--- src/rtl/sc_gamecontrol.sv ---
// Frogger game-level controller: round sequencing, lose/win pulses, lives/level and car-lane tick.
// Optional bonus life on each win when SC_GAMECONTROL_BONUSLIFE_EN is defined.
module sc_gamecontrol #(
  parameter int LIVES_INIT = 3,
  parameter int TICK_WIDTH = 26,
  parameter int TICK_BASE  = 25000000,
  parameter int TICK_STEP  = 2500000
) (
  input  logic       SC_GAMECONTROL_CLOCK_50,
  input  logic       SC_GAMECONTROL_RESET_InHigh,
  input  logic       SC_GAMECONTROL_startButton_InLow,
  input  logic       SC_GAMECONTROL_collision_InHigh,
  input  logic       SC_GAMECONTROL_topReached_InHigh,
  output logic       SC_GAMECONTROL_lose_OutHigh,
  output logic       SC_GAMECONTROL_win_OutHigh,
  output logic       SC_GAMECONTROL_carTick_OutHigh,
  output logic [1:0] SC_GAMECONTROL_lives_Out,
  output logic [2:0] SC_GAMECONTROL_level_Out,
  output logic       SC_GAMECONTROL_gameOver_OutHigh,
  output logic [2:0] SC_GAMECONTROL_state_Out
);

  typedef enum logic [2:0] {
    ST_IDLE = 3'd0,
    ST_PLAY = 3'd1,
    ST_LOSE = 3'd2,
    ST_WIN  = 3'd3,
    ST_HOLD = 3'd4,
    ST_OVER = 3'd5
  } state_t;

  state_t                  state_q, state_d;
  logic [1:0]              lives_q, lives_d;
  logic [2:0]              level_q, level_d;
  logic [TICK_WIDTH-1:0]   cnt_q, cnt_d;
  logic                    btn_q, btn_d;

  logic                    start_press;
  logic [TICK_WIDTH-1:0]   period;
  logic [TICK_WIDTH-1:0]   period_m1;

  assign start_press = btn_q & ~SC_GAMECONTROL_startButton_InLow;
  assign period      = TICK_WIDTH'(TICK_BASE) - TICK_WIDTH'(level_q) * TICK_WIDTH'(TICK_STEP);
  assign period_m1   = period - TICK_WIDTH'(1);

  always_ff @(posedge SC_GAMECONTROL_CLOCK_50 or posedge SC_GAMECONTROL_RESET_InHigh) begin
    if (SC_GAMECONTROL_RESET_InHigh) begin
      state_q <= ST_IDLE;
      lives_q <= 2'(LIVES_INIT);
      level_q <= 3'd0;
      cnt_q   <= '0;
      btn_q   <= 1'b1;
    end else begin
      state_q <= state_d;
      lives_q <= lives_d;
      level_q <= level_d;
      cnt_q   <= cnt_d;
      btn_q   <= btn_d;
    end
  end

  always_comb begin
    state_d = state_q;
    lives_d = lives_q;
    level_d = level_q;
    cnt_d   = cnt_q;
    btn_d   = SC_GAMECONTROL_startButton_InLow;
    case (state_q)
      ST_IDLE, ST_OVER: begin
        if (start_press) begin
          lives_d = 2'(LIVES_INIT);
          level_d = 3'd0;
          cnt_d   = '0;
          state_d = ST_PLAY;
        end
      end
      ST_PLAY: begin
        // ">=" also covers a level-up that shrank the period below the count.
        if (cnt_q >= period_m1) cnt_d = '0;
        else                    cnt_d = cnt_q + TICK_WIDTH'(1);
        if (SC_GAMECONTROL_collision_InHigh)       state_d = ST_LOSE;
        else if (SC_GAMECONTROL_topReached_InHigh) state_d = ST_WIN;
      end
      ST_LOSE: begin
        lives_d = lives_q - 2'd1;
        state_d = (lives_q == 2'd1) ? ST_OVER : ST_HOLD;
      end
      ST_WIN: begin
        if (level_q != 3'd7) level_d = level_q + 3'd1;
`ifdef SC_GAMECONTROL_BONUSLIFE_EN
        if (lives_q < 2'd3) lives_d = lives_q + 2'd1;
`endif
        state_d = ST_HOLD;
      end
      ST_HOLD: begin
        // Wait for the frog to clear both triggers before re-arming.
        if (!SC_GAMECONTROL_collision_InHigh && !SC_GAMECONTROL_topReached_InHigh)
          state_d = ST_PLAY;
      end
      default: state_d = ST_IDLE;
    endcase
  end

  assign SC_GAMECONTROL_lose_OutHigh     = (state_q == ST_LOSE);
  assign SC_GAMECONTROL_win_OutHigh      = (state_q == ST_WIN);
  assign SC_GAMECONTROL_gameOver_OutHigh = (state_q == ST_OVER);
  assign SC_GAMECONTROL_carTick_OutHigh  = (state_q == ST_PLAY) && (cnt_q == period_m1);
  assign SC_GAMECONTROL_lives_Out        = lives_q;
  assign SC_GAMECONTROL_level_Out        = level_q;
  assign SC_GAMECONTROL_state_Out        = state_q;

endmodule

--- config.mk ---
export PLATFORM = sky130hd
export DESIGN_NAME = sc_gamecontrol
export DESIGN_NICKNAME = d
export VERILOG_FILES = /design/src/rtl/sc_gamecontrol.sv
export SDC_FILE = /design/constraint.sdc
export NUM_CORES = 1
export LEC_CHECK = 0
export ABC_AREA = 0
export ABC_CLOCK_PERIOD_IN_PS = 9900
export CAP_MARGIN = 20
export CORE_MARGIN = 2
export CORE_UTILIZATION = 59
export DETAILED_ROUTE_END_ITERATION = 10
export PLACE_DENSITY = 0.79
export SETUP_SLACK_MARGIN = 0.1
export SYNTH_ARGS = -nofsm -noshare
export SYNTH_HDL_FRONTEND = slang
export SYNTH_SLANG_ARGS = --single-unit
export TNS_END_PERCENT = 100
--- constraint.sdc ---
create_clock -name SC_GAMECONTROL_CLOCK_50 -period 9.9 [get_ports SC_GAMECONTROL_CLOCK_50]
set_input_delay 0.99 -clock SC_GAMECONTROL_CLOCK_50 [delete_from_list [all_inputs] [get_ports SC_GAMECONTROL_CLOCK_50]]
set_output_delay 0.99 -clock SC_GAMECONTROL_CLOCK_50 [all_outputs]
set_load 0.05 [all_outputs]
=== Word level (Yosys, flattened, before mapping) ===
Cells that the tools add are included.

* Bits of input ports: 5
* Bits in registers: 35

* $add $sub $neg: 5
* Mux-type cells: 14
* Eq/ne operators: 12
* $lt $le $gt $ge: 1
* Reduce and logical (&&, ||, !) cells: 13
* Bitwise operators: 2
* $mul: 1

{| class="wikitable"
|+ Operators by type and width
! operator !! count
|-
| 2-to-1 mux 26 bit || 2
|-
| case mux 26 bit (2 select lines) || 1
|-
| adder 26 x 1 -> 26 bit, second input constant || 1
|-
| equality test 26 bit || 1
|-
| greater-or-equal comparator 26 bit || 1
|-
| subtractor 25 x 25 -> 26 bit, first input constant || 1
|-
| subtractor 26 x 1 -> 26 bit, second input constant || 1
|-
| multiplier 3 x 17 -> 20 bit, second input constant || 1
|-
| 2-to-1 mux 3 bit || 6
|-
| case mux 3 bit (5 select lines) || 1
|-
| equality test 3 x 2 -> 1 bit, second input constant || 2
|-
| equality test 3 bit, second input constant || 2
|-
| != test 3 bit, second input constant || 2
|-
| case mux 3 bit (2 select lines) || 1
|-
| AND reduction 3 bit || 2
|-
| nonzero test 2 bit || 3
|-
| != test 2 bit, second input constant || 2
|-
| case mux 2 bit (2 select lines) || 1
|-
| AND reduction 2 bit || 2
|-
| adder 3 x 1 -> 3 bit, second input constant || 1
|-
| equality test 3 x 1 -> 1 bit, second input constant || 1
|-
| zero test 3 bit || 1
|-
| equality test 2 x 1 -> 1 bit, second input constant || 1
|-
| logical AND 1 bit || 2
|-
| other kinds (8) || 9
|}

=== Longest topological paths before layout ===
* Depth after elaboration: 6
* Gate-level depth with buffers: 20

=== Least setup slack after synthesis ===
Ideal clock, no wire load.

* Path kind: register to output
* Start point: reg level_q[0], in the netlist SC_GAMECONTROL_level_Out[0]
* End point: out SC_GAMECONTROL_carTick_OutHigh
* Arrival: 6,042 ps
* Stages on the path, launching flop included: 16
* Path slack: 2,868 ps
* Data required time: 8,910 ps
* Path through: dfrtp_1 clkbuf_1 inv_1 ha_1 ha_1 fa_1 nor4_1 or4_4 a221oi_4 nor3_1 a211o_1 ha_1 nand2_1 nor4_2 nand4_1 nor4_1

* Longest elaborated chain between the ends: 5

{| class="wikitable"
|+ RTL lines
! element !! line !! RTL
|-
| from (decl) || 34 || <nowiki>logic [2:0] level_q, level_d;</nowiki>
|-
| from (signal assigned) || 56 || <nowiki>level_q <= level_d;</nowiki>
|-
| multiplier 3 x 17 -> 20 bit || 43 || <nowiki>assign period = TICK_WIDTH'(TICK_BASE) - TICK_WIDTH'(level_q) * TICK_WIDTH'(TICK_STEP);</nowiki>
|-
| subtractor 25 x 25 -> 26 bit || 43 ||
|-
| subtractor 26 x 1 -> 26 bit || 44 || <nowiki>assign period_m1 = period - TICK_WIDTH'(1);</nowiki>
|-
| equality test 26 bit || 107 || <nowiki>assign SC_GAMECONTROL_carTick_OutHigh = (state_q == ST_PLAY) && (cnt_q == period_m1);</nowiki>
|-
| logical AND 1 bit || 107 ||
|-
| to (decl) || 16 || <nowiki>output logic SC_GAMECONTROL_carTick_OutHigh,</nowiki>
|}

Every way passes these cells.

=== Worst setup path in the final report ===
Same ends and word-level chain as after synthesis.

==> impl_metrics.env <==
export IMPL_post_cts_resized=0
export IMPL_yosys_area_top_type="dfrtp_1"
export IMPL_status="complete, no violations"
export IMPL_cts_buffers=5
export IMPL_startpoint_type="flip-flop"
export IMPL_track_usage_pct=26.18
export IMPL_setup_viol=0
export IMPL_grt_first_pass_wirelength_mm=12.97
export IMPL_antenna_found_initial=0
export IMPL_firstDrtPassIters=4
export IMPL_design_core_area_mm2=0.005405
export IMPL_clk_latency_ns=0.31
export IMPL_htree_levels=2
export IMPL_synth_edf_count=0
export IMPL_synthTopCellsByArea="dfrtp_1, ha_1, nand3_1, nand2_1, a21oi_1"
export IMPL_hp_class="flip-flop to flip-flop"
export IMPL_postCtsSetupBuffers=0
export IMPL_die_h_um=78.19
export IMPL_crit_arrival_ns=6.27
export IMPL_syn_nets=442
export IMPL_grt_overflow=0
export IMPL_netlist_instances=397
export IMPL_place_congestion=0.9243
export IMPL_drc=0
export IMPL_routed_via_density=6.293
export IMPL_ir_drop_uv=232.2
export IMPL_clk_pin_slew_ns=0.09
export IMPL_finalHoldViolations=0
export IMPL_max_cap_violations=0
export IMPL_multi_input_area_mm2=0.002238
export IMPL_fin_skew_ns=0.01488
export IMPL_io_buffers=16
export IMPL_clockBufferDepth=2
export IMPL_r2r_slack_ns=3.84
export IMPL_ys_types=59
export IMPL_synth_flop_cell="dfrtp_1"
export IMPL_holdPathStages=2
export IMPL_final_antenna_net_count=0
export IMPL_top_usage_layer="met2"
export IMPL_dp_hpwl_mm=5.474
export IMPL_rows=27
export IMPL_synth_top_cell_area_share_pct=24.66
export IMPL_ios=17
export IMPL_power_switching_share_pct=50.31
export IMPL_async_reset_ff_share_pct=100.0
export IMPL_seqPwrFrac_pct=26.3
export IMPL_postCtsHoldBufs=0
export IMPL_start_util_pct=60.07
export IMPL_critPathMaxFanout=18
export IMPL_area_growth_syn_to_layout_pct=9.788
export IMPL_leakage_nw=1.570
export IMPL_drtIter0Drc=162
export IMPL_crit_type="flip-flop to output port"
export IMPL_die_x_um=78.19
export IMPL_worst_slew_pin_transition_ns=0.7132
export IMPL_die_area_mm2=0.006113
export IMPL_routed_wl_mm=7.698
export IMPL_tns_ns=0
export IMPL_met3_usage_pct=3.793
export IMPL_drt_wirelength_per_cell_um=16.00
export IMPL_switchingPower_uw=389.9
export IMPL_fin_util_pct=65.95
export IMPL_grtUsageMet2_pct=46.12
export IMPL_n_fill_cell=474
export IMPL_p_per_area_mw_per_mm2=217.4
export IMPL_cp_end_kind="output port"
export IMPL_slew_headroom_pct=52.32
export IMPL_drive_gt1_share_pct=6.357
export IMPL_regArea_um2=879.6
export IMPL_cp_required_ns=8.91
export IMPL_yosys_warnings=0
export IMPL_ys_ff_latch=35
export IMPL_ff2ff_path_depth=16
export IMPL_finalPower_uw=775.0
export IMPL_final_cell_mix="nand2_1, nand3_1, ha_1"
export IMPL_synth_avg_cell_area_um2=8.178
export IMPL_synth_seq_area_share_pct=27.09
export IMPL_cts_tree="built"
export IMPL_antenna_cells=0
export IMPL_vias=3027
export IMPL_grt_util_met1_pct=33.50
export IMPL_clkSinkCount=35
export IMPL_grt_max_degree=36
export IMPL_pwr_share_comb_pct=58.6
export IMPL_final_nets=453
export IMPL_root_buffer="clkbuf_8"
export IMPL_layout_min_cycle_time_ns=7.259
export IMPL_fmaxAchievable_ghz=0.1378
export IMPL_mostFrequentLayoutCell="nand2_1"
export IMPL_drv_slew=0
export IMPL_power_frac_clock_pct=15.1
export IMPL_p_int_uw=385.1
export IMPL_rsz0062_at_grt="no"
export IMPL_finalCritPeriodShare_pct=73.32
export IMPL_grt_pass1_vias=2796
export IMPL_syn_area_mm2=0.003247
==> synth_stat cells, drive strengths merged (9+ instances only) <==
cell type and number:
inv 18, o21ai 21, or3 11, a21oi 27
nor3 11, nand3 38, dfrtp 32, nand4 11
and3 11, xnor2 9, clkbuf 10, nor2 24
nand2 46, ha 38
==> logic make-up (layout without fill, tap and decap cells) <==
family / after synthesis / in the layout / synth area share [%]
DFF: 35 / 35 / 27.09
adders and majority gates: 40 / 40 / 15.88
xor gates and xnor gates: 16 / 16 / 4.316
muxes: 7 / 7 / 2.197
buffers and inverters: 33 / 45 / 3.969
and+or+nand+nor: 179 / 179 / 28.29
AOI/OAI and AO/OA: 87 / 87 / 18.27
==> sequential cells by signal, summed over array words and instances, names as in the netlist <==
| register | count |
|---|---|
| SC_GAMECONTROL_level_Out | 3 |
| btn_q | 1 |
| SC_GAMECONTROL_lives_Out | 2 |
| SC_GAMECONTROL_state_Out | 3 |
| cnt_q | 26 |
==> worst paths after layout <==
path | startpoint | end
worst min register to register | SC_GAMECONTROL_lives_Out[1]$_DFFE_PP1P_ | SC_GAMECONTROL_lives_Out[1]$_DFFE_PP1P_
worst max register to register | SC_GAMECONTROL_level_Out[0]$_DFFE_PP0P_ | cnt_q[7]$_DFFE_PP0P_
worst min-delay path | SC_GAMECONTROL_lives_Out[1]$_DFFE_PP1P_ | SC_GAMECONTROL_lives_Out[1]$_DFFE_PP1P_
max in group asynchronous | SC_GAMECONTROL_RESET_InHigh | btn_q$_DFF_PP1_
worst max-delay path | SC_GAMECONTROL_level_Out[0]$_DFFE_PP0P_ | SC_GAMECONTROL_carTick_OutHigh
min in group asynchronous | SC_GAMECONTROL_RESET_InHigh | cnt_q[12]$_DFFE_PP0P_
==> worst max-delay path, stage by stage, from the launching register on <==
cell and delay (ns):
dfrtp_1 0.80, inv_1 0.32, ha_1 0.43, ha_1 0.25
fa_1 0.54, nor4_1 0.09, or4_4 0.54, a221oi_4 0.39
nor3_1 0.09, a211o_1 0.25, ha_1 0.30, nand2_1 0.09
nor4_2 0.45, nand4_1 0.19, nor4_1 0.34, clkdlybuf4s50_1 0.87
==> power by group through the flow <==
stage | sequential (mW) | clock [mW] | combinational, mW
after CTS | 0.203 | 0.120 | 0.446
after detailed placement | 0.206 | 0 | 0.440
after global placement | 0.204 | 0 | 0.434
final | 0.204 | 0.117 | 0.454
after floorplan | 0.226 | 0 | 0.309
after global routing | 0.209 | 0.125 | 0.500
==> through the flow <==
step	area [um^2]	hold slack, ns	instances	setup WS (ns)
3_5_place_dp	3451	0.4941	472	3.089
6_report	3565	0.5009	481	2.641
5_1_grt	3565	0.5422	481	2.295
4_1_cts	3550	0.5086	480	2.708
2_1_floorplan	3247	0.4772	397	2.868
3_3_place_gp	3451	0.4913	472	3.260
==> metal layers <==
metal  vias up  share of wire (%)  routed length [um]
met5         -                  0                   0
met4         0                1.2                  91
met3        10                3.1                 237
met2        66                 50                3863
met1      1467                 46                3505
li1       1484                  -                   -
==> layout make-up <==
| cell class | count | area share, % |
|---|---|---|
| Sequential cell | 35 | 24.68 |
| Tap cell | 72 | 2.527 |
| Timing Repair Buffer | 19 | 5.335 |
| Clock buffer | 6 | 2.317 |
| Multi-Input combinational cell | 329 | 62.79 |
| Clock inverter | 2 | 0.4563 |
| Inverter | 18 | 1.895 |
No activity file was read; power rests on OpenSTA's default activity.
==> variant, RTL diff (same flow settings) <==
Build with the macro `SC_GAMECONTROL_BONUSLIFE_EN` defined.
--- a/src/rtl/sc_gamecontrol.sv
+++ b/src/rtl/sc_gamecontrol.sv
@@ -1,5 +1,7 @@
 // Frogger game-level controller: round sequencing, lose/win pulses, lives/level and car-lane tick.
 // Optional bonus life on each win when SC_GAMECONTROL_BONUSLIFE_EN is defined.
+`define SC_GAMECONTROL_BONUSLIFE_EN
+
 module sc_gamecontrol #(
   parameter int LIVES_INIT = 3,
   parameter int TICK_WIDTH = 26,
Function: changed (Yosys sat finds a counterexample within 10 cycles, from zero or initial values and one cycle with SC_GAMECONTROL_RESET_InHigh high).
==> variant against the original RTL <==
Register-to-register slack worse by 230 ps. Power up 22%. Sequential cell count is the same. Maximum frequency up 0.64%. Final area rose by 5.8%. Synthesized area rose by 7.8%. First-iteration DRC count up 110%. Sequential share of layout area shrank 1.4 points. Global-route usage up 1.3 points. Worst setup slack improved by 46 ps. Critical path depth is 1 higher. Routed wire length grew 10%.
==> variant: results (changes against the original RTL) <==
Critical path
  – Worst EP arrival: 6220 ps (was 6270 ps)
  – CP peak stage delay: 800 ps (was 870 ps)
  – Reg2reg path depth: 17 (was 16)
  – Delay-heaviest family, CP: adder cells (was simple AND/OR/NAND/NOR gates)

Outcome
  – Status: finished, final reports clean (unchanged)

Routing
  – Met3 WL: 450 um (was 237 um)
  – DRT iter0 DRCs: 339 (was 162)
  – Routed length per instance: 16.88 um (was 16.00 um)
  – Routed vias/inst: 6.639 (was 6.293)
  – Met1 WL: 3916 um (was 3505 um)

Placement
  – Post-DP HPWL: 6184 um (was 5474 um)
  – RePlAce Congestion: 0.9424 (was 0.9243)

Power
  – VDD IR max: 0.0001915 V (was 0.0002322 V)
  – Switching Share: 0.5207 (was 0.5031)
  – Leak Pwr: 1.646 nW (was 1.570 nW)

Logic synthesis
  – Register area share after synthesis: 0.2513 (was 0.2709)
  – Most frequent cells after synthesis: nor2_1, ha_1, a31oi_1 (was nand2_1, ha_1, nand3_1)
  – Largest cells by area after synthesis: dfrtp_1, ha_1, a31oi_1 (was dfrtp_1, ha_1, nand3_1)
  – Synth cell types: 67 (was 59)

Global routing
  – Global-route wire length before repair: 14,370 um (was 12,970 um)
  – Vias in the first global route: 3,055 (was 2,796)
  – Met1 global-route usage: 0.3823 (was 0.3350)
  – Met2 GRT Util: 0.4612 (about the same)

Clock tree
  – Clock-pin slew on the worst setup and hold paths: 70 ps (was 90 ps)

Cells and area
  – Final-stage net count: 470 (was 453)
  – Ratio of cells with drive above 1 in the final layout: 0.08197 (was 0.06357)

STA
  – Rel. slew slack: 0.3191 (was 0.5232)
-- variant: worst paths after layout --
kind                                             start                             end  slack, ps
min in group asynchronous  SC_GAMECONTROL_RESET_InHigh                       cnt_q[17]       1100
max reg2reg                SC_GAMECONTROL_level_Out[0]                        cnt_q[9]       3610
max in group asynchronous  SC_GAMECONTROL_RESET_InHigh     SC_GAMECONTROL_lives_Out[0]       8460
min reg2reg                SC_GAMECONTROL_lives_Out[1]     SC_GAMECONTROL_lives_Out[1]        520
max                        SC_GAMECONTROL_level_Out[0]  SC_GAMECONTROL_carTick_OutHigh       2690
min                        SC_GAMECONTROL_lives_Out[1]     SC_GAMECONTROL_lives_Out[1]        520
-- variant: kinds of logic after synthesis --
| kind of cell | after synthesis | share of synthesized area |
|---|---|---|
| xor+xnor | 21 | 0.05254 |
| compound gates | 122 | 0.2559 |
| simple gates | 165 | 0.2473 |
| flops | 35 | 0.2513 |
| mux | 3 | 0.009292 |
| buf+inv | 36 | 0.04360 |
| fa+ha+maj | 38 | 0.1401 |
-- variant: per-stage QoR --
stage | instances | hold slack (ps) | instance area (sq um)
final | 502 | 522.9 | 3771
after global routing | 502 | 531.1 | 3771
after CTS | 502 | 521.9 | 3771
after detailed placement | 495 | 511.8 | 3689
after global placement | 494 | 500.7 | 3677
after floorplan | 420 | 478.0 | 3501
-- variant: power groups by stage --
stage,clock (mW),combinational [mW],sequential [mW]
after floorplan,0,0.421,0.273
after global placement,0,0.546,0.266
after detailed placement,0,0.566,0.268
after CTS,0.106,0.571,0.266
after global routing,0.112,0.633,0.276
final,0.105,0.574,0.267
-- variant: area by class of cell --
cell class                 count  area [sq um]
inverter                      18         67.56
tap                           75         93.84
timing repair buffer          18         178.9
clock inverter                 2         13.76
clock buffer                   5         68.82
multi-input combinational    349          2469
fill                         518          2044
sequential                    35         879.6
